File: config.mk
export PLATFORM = sky130hd
export DESIGN_NAME = alu_decode_stage
export DESIGN_NICKNAME = d
export VERILOG_FILES = /design/src/rtl/alu_decode_stage_pkg.sv /design/src/rtl/decode_skid.sv /design/src/rtl/alu_decode_stage.sv
export SDC_FILE = /design/constraint.sdc
export NUM_CORES = 1
export LEC_CHECK = 0
export CAP_MARGIN = 5
export CELL_PAD_IN_SITES_DETAIL_PLACEMENT = 1
export CELL_PAD_IN_SITES_GLOBAL_PLACEMENT = 2
export CORE_ASPECT_RATIO = 0.5
export CORE_MARGIN = 4
export CORE_UTILIZATION = 40
export DETAILED_ROUTE_END_ITERATION = 8
export DONT_BUFFER_PORTS = 1
export PLACE_DENSITY_LB_ADDON = 0.1
export SLEW_MARGIN = 20
export SYNTH_ARGS = -nofsm -noshare
export SYNTH_HDL_FRONTEND = slang
export SYNTH_SLANG_ARGS = --single-unit
File: constraint.sdc
create_clock -name CLK -period 2.6 [get_ports CLK]
set_input_delay 0.39 -clock CLK [delete_from_list [all_inputs] [get_ports CLK]]
set_output_delay 0.39 -clock CLK [all_outputs]
set_load 0.01 [all_outputs]
File: src/rtl/alu_decode_stage_pkg.sv
// Shared RV32I decode constants, ALU op encodings and the
// decode-to-execute bundle layout.
package alu_decode_stage_pkg;

    localparam logic [6:0] OPC_OP_IMM = 7'b0010011;
    localparam logic [6:0] OPC_OP     = 7'b0110011;
    localparam logic [6:0] OPC_JALR   = 7'b1100111;
    localparam logic [6:0] OPC_LOAD   = 7'b0000011;
    localparam logic [6:0] OPC_STORE  = 7'b0100011;

    localparam logic [2:0] F3_ADD  = 3'b000;
    localparam logic [2:0] F3_SLL  = 3'b001;
    localparam logic [2:0] F3_W    = 3'b010;
    localparam logic [2:0] F3_XOR  = 3'b100;
    localparam logic [2:0] F3_SR   = 3'b101;
    localparam logic [2:0] F3_AND  = 3'b111;

    localparam logic [6:0] F7_BASE = 7'b0000000;
    localparam logic [6:0] F7_ALT  = 7'b0100000;

    typedef enum logic [2:0] {
        ALU_ADD = 3'b000,
        ALU_SLL = 3'b001,
        ALU_SUB = 3'b010,
        ALU_SRL = 3'b011,
        ALU_XOR = 3'b100,
        ALU_SRA = 3'b101,
        ALU_AND = 3'b111
    } alu_op_e;

    typedef enum logic [1:0] {
        ST_EMPTY = 2'b00,
        ST_ONE   = 2'b01,
        ST_TWO   = 2'b10
    } skid_state_e;

    typedef struct packed {
        logic        illegal;
        alu_op_e     alu_op;
        logic        jalr;
        logic        op2_sel;
        logic [4:0]  rs1;
        logic [4:0]  rs2;
        logic [4:0]  rd;
        logic [31:0] imm;
        logic        reg_we;
        logic        mem_rd;
        logic        mem_wr;
        logic [31:0] pc;
    } bundle_t;

    localparam int BUNDLE_W = $bits(bundle_t);

endpackage

File: src/rtl/decode_skid.sv
// Two-entry valid/ready pipe register: output register plus skid
// register, with a registered ready and synchronous flush.
module decode_skid
    import alu_decode_stage_pkg::*;
#(
    parameter int W = 32
) (
    input  logic         clk,
    input  logic         rst_n,
    input  logic         flush,
    input  logic         in_valid,
    output logic         in_ready,
    input  logic [W-1:0] in_data,
    output logic         out_valid,
    input  logic         out_ready,
    output logic [W-1:0] out_data
);

    skid_state_e  state_q, state_d;
    logic [W-1:0] out_q, out_d;
    logic [W-1:0] skid_q, skid_d;
    logic         in_fire;
    logic         out_fire;

    assign in_ready  = (state_q != ST_TWO);
    assign out_valid = (state_q != ST_EMPTY);
    assign out_data  = out_q;
    assign in_fire   = in_valid & in_ready;
    assign out_fire  = out_valid & out_ready;

    always_comb begin
        state_d = state_q;
        out_d   = out_q;
        skid_d  = skid_q;
        unique case (state_q)
            ST_EMPTY: begin
                if (in_fire) begin
                    out_d   = in_data;
                    state_d = ST_ONE;
                end
            end
            ST_ONE: begin
                if (in_fire && out_fire) begin
                    out_d = in_data;
                end else if (in_fire) begin
                    skid_d  = in_data;
                    state_d = ST_TWO;
                end else if (out_fire) begin
                    state_d = ST_EMPTY;
                end
            end
            ST_TWO: begin
                // ready is low here, so only the drain case exists
                if (out_fire) begin
                    out_d   = skid_q;
                    state_d = ST_ONE;
                end
            end
            default: state_d = ST_EMPTY;
        endcase
        if (flush) begin
            state_d = ST_EMPTY;
        end
    end

    always_ff @(posedge clk or negedge rst_n) begin
        if (!rst_n) begin
            state_q <= ST_EMPTY;
            out_q   <= '0;
            skid_q  <= '0;
        end else begin
            state_q <= state_d;
            out_q   <= out_d;
            skid_q  <= skid_d;
        end
    end

endmodule

File: src/rtl/alu_decode_stage.sv
// RV32I ALU decode stage: combinational decode of INSTR into the
// execute bundle, registered through a two-entry skid pipe.
module alu_decode_stage
    import alu_decode_stage_pkg::*;
(
    input  logic        CLK,
    input  logic        RST_N,
    input  logic        FLUSH,
    input  logic        IN_VALID,
    output logic        IN_READY,
    input  logic [31:0] INSTR,
    input  logic [31:0] PC_IN,
    output logic        OUT_VALID,
    input  logic        OUT_READY,
    output logic [2:0]  ALU_OP,
    output logic        JALR,
    output logic        OP2_SEL,
    output logic [4:0]  RS1,
    output logic [4:0]  RS2,
    output logic [4:0]  RD,
    output logic [31:0] IMM,
    output logic        REG_WE,
    output logic        MEM_RD,
    output logic        MEM_WR,
    output logic        ILLEGAL,
    output logic [31:0] PC_OUT
);

    logic [6:0]  opc;
    logic [2:0]  f3;
    logic [6:0]  f7;
    logic [31:0] i_imm;
    logic [31:0] s_imm;
    logic [31:0] shamt;

    assign opc   = INSTR[6:0];
    assign f3    = INSTR[14:12];
    assign f7    = INSTR[31:25];
    assign i_imm = {{20{INSTR[31]}}, INSTR[31:20]};
    assign s_imm = {{20{INSTR[31]}}, INSTR[31:25], INSTR[11:7]};
    assign shamt = {27'b0, INSTR[24:20]};

    bundle_t     dec;
    bundle_t     q;
    logic        legal;
    logic        wr;
    alu_op_e     alu;
    logic        jalr;
    logic        op2;
    logic [31:0] imm;
    logic        mrd;
    logic        mwr;

    always_comb begin
        legal = 1'b0;
        wr    = 1'b0;
        alu   = ALU_ADD;
        jalr  = 1'b0;
        op2   = 1'b0;
        imm   = '0;
        mrd   = 1'b0;
        mwr   = 1'b0;
        case (opc)
            OPC_OP_IMM: begin
                op2 = 1'b1;
                imm = i_imm;
                wr  = 1'b1;
                case (f3)
                    F3_ADD: begin alu = ALU_ADD; legal = 1'b1; end
                    F3_XOR: begin alu = ALU_XOR; legal = 1'b1; end
                    F3_AND: begin alu = ALU_AND; legal = 1'b1; end
                    F3_SLL: begin
                        alu   = ALU_SLL;
                        imm   = shamt;
                        legal = (f7 == F7_BASE);
                    end
                    F3_SR: begin
                        imm = shamt;
                        if (f7 == F7_BASE) begin
                            alu = ALU_SRL; legal = 1'b1;
                        end else if (f7 == F7_ALT) begin
                            alu = ALU_SRA; legal = 1'b1;
                        end
                    end
                    default: legal = 1'b0;
                endcase
            end
            OPC_OP: begin
                wr = 1'b1;
                case (f3)
                    F3_ADD: begin
                        if (f7 == F7_BASE) begin
                            alu = ALU_ADD; legal = 1'b1;
                        end else if (f7 == F7_ALT) begin
                            alu = ALU_SUB; legal = 1'b1;
                        end
                    end
                    F3_XOR: begin alu = ALU_XOR; legal = (f7 == F7_BASE); end
                    F3_AND: begin alu = ALU_AND; legal = (f7 == F7_BASE); end
                    F3_SLL: begin alu = ALU_SLL; legal = (f7 == F7_BASE); end
                    F3_SR: begin
                        if (f7 == F7_BASE) begin
                            alu = ALU_SRL; legal = 1'b1;
                        end else if (f7 == F7_ALT) begin
                            alu = ALU_SRA; legal = 1'b1;
                        end
                    end
                    default: legal = 1'b0;
                endcase
            end
            OPC_JALR: begin
                legal = (f3 == F3_ADD);
                jalr  = 1'b1;
                op2   = 1'b1;
                imm   = i_imm;
                wr    = 1'b1;
            end
            OPC_LOAD: begin
                legal = (f3 == F3_W);
                op2   = 1'b1;
                imm   = i_imm;
                mrd   = 1'b1;
                wr    = 1'b1;
            end
            OPC_STORE: begin
                legal = (f3 == F3_W);
                op2   = 1'b1;
                imm   = s_imm;
                mwr   = 1'b1;
            end
            default: legal = 1'b0;
        endcase

        // an illegal word becomes an inert bundle that only carries its PC
        dec         = '0;
        dec.pc      = PC_IN;
        dec.illegal = ~legal;
        if (legal) begin
            dec.alu_op  = alu;
            dec.jalr    = jalr;
            dec.op2_sel = op2;
            dec.rs1     = INSTR[19:15];
            dec.rs2     = INSTR[24:20];
            dec.rd      = INSTR[11:7];
            dec.imm     = imm;
            dec.reg_we  = wr & (INSTR[11:7] != 5'd0);
            dec.mem_rd  = mrd;
            dec.mem_wr  = mwr;
        end
    end

    decode_skid #(
        .W(BUNDLE_W)
    ) u_skid (
        .clk      (CLK),
        .rst_n    (RST_N),
        .flush    (FLUSH),
        .in_valid (IN_VALID),
        .in_ready (IN_READY),
        .in_data  (dec),
        .out_valid(OUT_VALID),
        .out_ready(OUT_READY),
        .out_data (q)
    );

    assign ALU_OP  = q.alu_op;
    assign JALR    = q.jalr;
    assign OP2_SEL = q.op2_sel;
    assign RS1     = q.rs1;
    assign RS2     = q.rs2;
    assign RD      = q.rd;
    assign IMM     = q.imm;
    assign REG_WE  = q.reg_we;
    assign MEM_RD  = q.mem_rd;
    assign MEM_WR  = q.mem_wr;
    assign ILLEGAL = q.illegal;
    assign PC_OUT  = q.pc;

endmodule

==> results of run 1 <==
==> critical path, stage by stage (launching register included) <==
cell	delay, ps
dfrtp_1	440
nor2b_4	170
inv_2	360
buf_4	470
==> logic make-up after synthesis <==
logic type             after synthesis
and+or+nand+nor                    358
AOI/OAI and AO/OA                  176
DFF                                138
buffers and inverters               76
==> worst max path at each step <==
stage,startpoint,slack (ps),endpoint,depth (start not counted)
floorplan,INSTR[14],740,u_skid.out_data[84]$_DFFE_PN0P_,6
global placement,INSTR[2],130,u_skid.out_data[81]$_DFFE_PN0P_,6
detailed placement,INSTR[13],130,u_skid.skid_q[73]$_DFFE_PN0P_,6
CTS,u_skid.state_q[1]$_DFFE_PN0P_,310,IN_READY,3
global route,u_skid.state_q[1]$_DFFE_PN0P_,230,IN_READY,3
finish,u_skid.state_q[1]$_DFFE_PN0P_,340,IN_READY,3
==> layer usage <==
| metal | share of wire, % | up-vias |
|---|---|---|
| met2 | 44 | 129 |
| met4 | 0.63 | 0 |
| met1 | 45 | 2542 |
| met5 | 0 | - |
| met3 | 10 | 8 |
| li1 | - | 2450 |
==> state kept, by name, summed over array words and instances (netlist names) <==
| name | count |
|---|---|
| u_skid.skid_q | 68 |
| u_skid.out_data | 68 |
| u_skid.state_q | 2 |
==> layout by cell type (no fill, tap or decap), drive strengths merged, types with 7 or more instances in the layout <==
cell type	n
buf	17
a21oi	44
nand3	21
o21ai	55
nand2	234
o31ai	11
dfrtp	138
nor2	60
a31oi	35
clkbuf	23
and3	18
nor3	8
o22ai	7
==> final cells by class <==
type | instances | area, sq um
fillers | 1814 | 8492
flip-flops and latches | 138 | 3455
multi-input cells | 534 | 2646
clock buffers | 23 | 498.0
well taps | 204 | 255.2
repair buffers | 17 | 190.2
clock inverters | 4 | 20.02
inverters | 5 | 18.77
==> power breakdown <==
| part | switching [W] | internal, W | leakage [nW] |
|---|---|---|---|
| clock | 0.000884 | 0.00131 | 0.262 |
| sequential | 0.000215 | 0.00239 | 1.76 |
| combinational | 0.000317 | 0.000187 | 1.16 |
==> per-stage QoR <==
step                cell area (sq um)  cells
floorplan                        6432    748
global placement                 6560    898
detailed placement               6560    898
CTS                              7078    925
global route                     7083    925
finish                           7083    925
==> reports/results.md, run 1 <==
* output pin — endpoint class of the critical path
* 3.181 nW — leakage
* 0 — Post-CTS Resized
* 11660 um — Final HPWL DP
* 16.96% — synthesized-area fraction occupied by ao, oa, aoi and oai cells
* 2 — Max Buffers Root-to-Sink
* finished, violations left — status
* 159 — I/O pin cnt
* 0 — grt ovf
* 8.460% — share of cells above drive strength 1
* 17 — number of buffers created by CTS
* 23.40% — post-synthesis simple-gate area fraction
* clkbuf_16 — CTS root buf
* negative hold slack — violations in the final reports
* 817 — total nets after synthesis
* 303 — number of design-rule violations left by the first detailed-router iteration
* 30320 um — global-route wire length before repair
* 138 — number of register bits inferred by synthesis
* 126.8 ps — pre-CTS WS
* 138 — total count of hold-check failures in the final report
* 0 — Remaining DRCs
* 100.0% — Async SR Flop Fraction
* dfrtp_1 — cell type contributing the most total cell area after synthesis
* 1870 ps — Crit path arrival time
* 32 — number of placement rows
* 0 — total of warnings raised by yosys
* 41.30% — Initial Util
* 5353 — via count of the first global-routing pass
* 0 — number of antenna-violating nets in the routed design
* 5129 — Via Count
* 0 ps — setup total negative slack
* 748.7 nW/um^2 — total power per unit cell area
* dfrtp_1 54%, nand2_1 14%, o21ai_0 4.0%, nor2_1 3.4%, a21oi_1 3.4% — cell types occupying the most area after synthesis
* 2262 ps — Period minus WS final
* 9.548% — global routing met3 resource utilization
* 0% — parity-gate share of the synthesized area counting xor and xnor cells
* in2async — worst min path class
* 442.0 MHz — Fmax
* 10.33 ps — Max Clock Skew
* 31.79% — met2 usage
* 234 x nand2_1, 138 x dfrtp_1, 59 x nor2_1 — synth cell count leaders
* 850.4 ps — Worst-Margin Slew
* 500 ps — reg-to-reg slack, setup
* 0 — endpoints failing setup
* 187.3 um — Die Span X
* 0 — number of setup buffers added after CTS
* built — CTS tree
* dfrtp_1 — Primary FF master, synth
* 138 — TritonCTS sink count
* 18540 um — Routed WL
* 18300 sq um — area of the die
* 337.6 ps — worst setup slack after layout
* 33 — maximum fanout along the worst path
* 0% — Post-Synth Adder-Cell Area
* 4 — First-pass DRT Iterations
* 4 — deepest level of the CTS H-tree
* 6432 sq um — post-synthesis instance area
* 53.69% — top-area cell type share of the netlist area
* 0 — final antenna diode count
* 8.599 sq um — Post-Syn Area per Cell
* 139 — largest net degree at the start of global routing
* 0.4663 mV — peak supply drop
* 20.04 um — average wire per cell in the routed design
* 87.02% — post-route clock period utilization
* 0 — port buffer count
* 0 — antenna violations before repair
* 0.8433 — routability congestion estimate
* false — unrepaired setup endpoints after global routing
* 420 ps — clock latency on the worst-skew pair
* 0% — share of cell area taken by muxes after synthesis
* 45.48% — post-layout utilization of the core
* 5.545 — routed vias/inst
* 748 — Post-Synthesis Cells
* met2 — gr busiest metal
* 0.005303 W — post-layout power
* 782 — layout net count
* u_skid.out_data[25]$_DFFE_PN0P_ — Reg2Reg Capture Point
* 0 — Maximum Capacitance Violations
* 15570 sq um — Core Area
* 26.89% — met1 usage in global routing
* 60 ps — Clock transition at path regs
* reg2out — Critical Setup Path Class
* nand2_1 — top-count cell post-synth
* 20.76% — GRT Total Usage
* register — startpoint types
* 10.11% — area added between synthesis and finish
* 43.09% — Slew HR
* -337.5 ps — Worst Hold Slack
* 0 — Post-synth EDFFs
* u_skid.state_q[1]$_DFFE_PN0P_ — worst reg2reg path startpoint
* 0 — total count of max-transition violations in the final report
* 5 — Worst Reg-to-Reg Cells
* 53.69% — Seq/Total Area, Yosys
* simple AND/OR/NAND/NOR gates — main combinational cell family by area after synthesis
* 2210 ps — Crit path required time
* 97.67 um — die height
* 45 — number of distinct standard cells referenced by the synthesized netlist
Note: power is estimated with default switching activity, not from simulation.
==> inputs of run 2 (changes only) <==
--- a/config.mk
+++ b/config.mk
@@ -5,7 +5,7 @@
 export SDC_FILE = /design/constraint.sdc
 export NUM_CORES = 1
 export LEC_CHECK = 0
-export CAP_MARGIN = 5
+export CAP_MARGIN = 20
 export CELL_PAD_IN_SITES_DETAIL_PLACEMENT = 1
 export CELL_PAD_IN_SITES_GLOBAL_PLACEMENT = 2
 export CORE_ASPECT_RATIO = 0.5
==> results of run 2 <==
Final layout, timing and power as in run 1 (identical DEF).
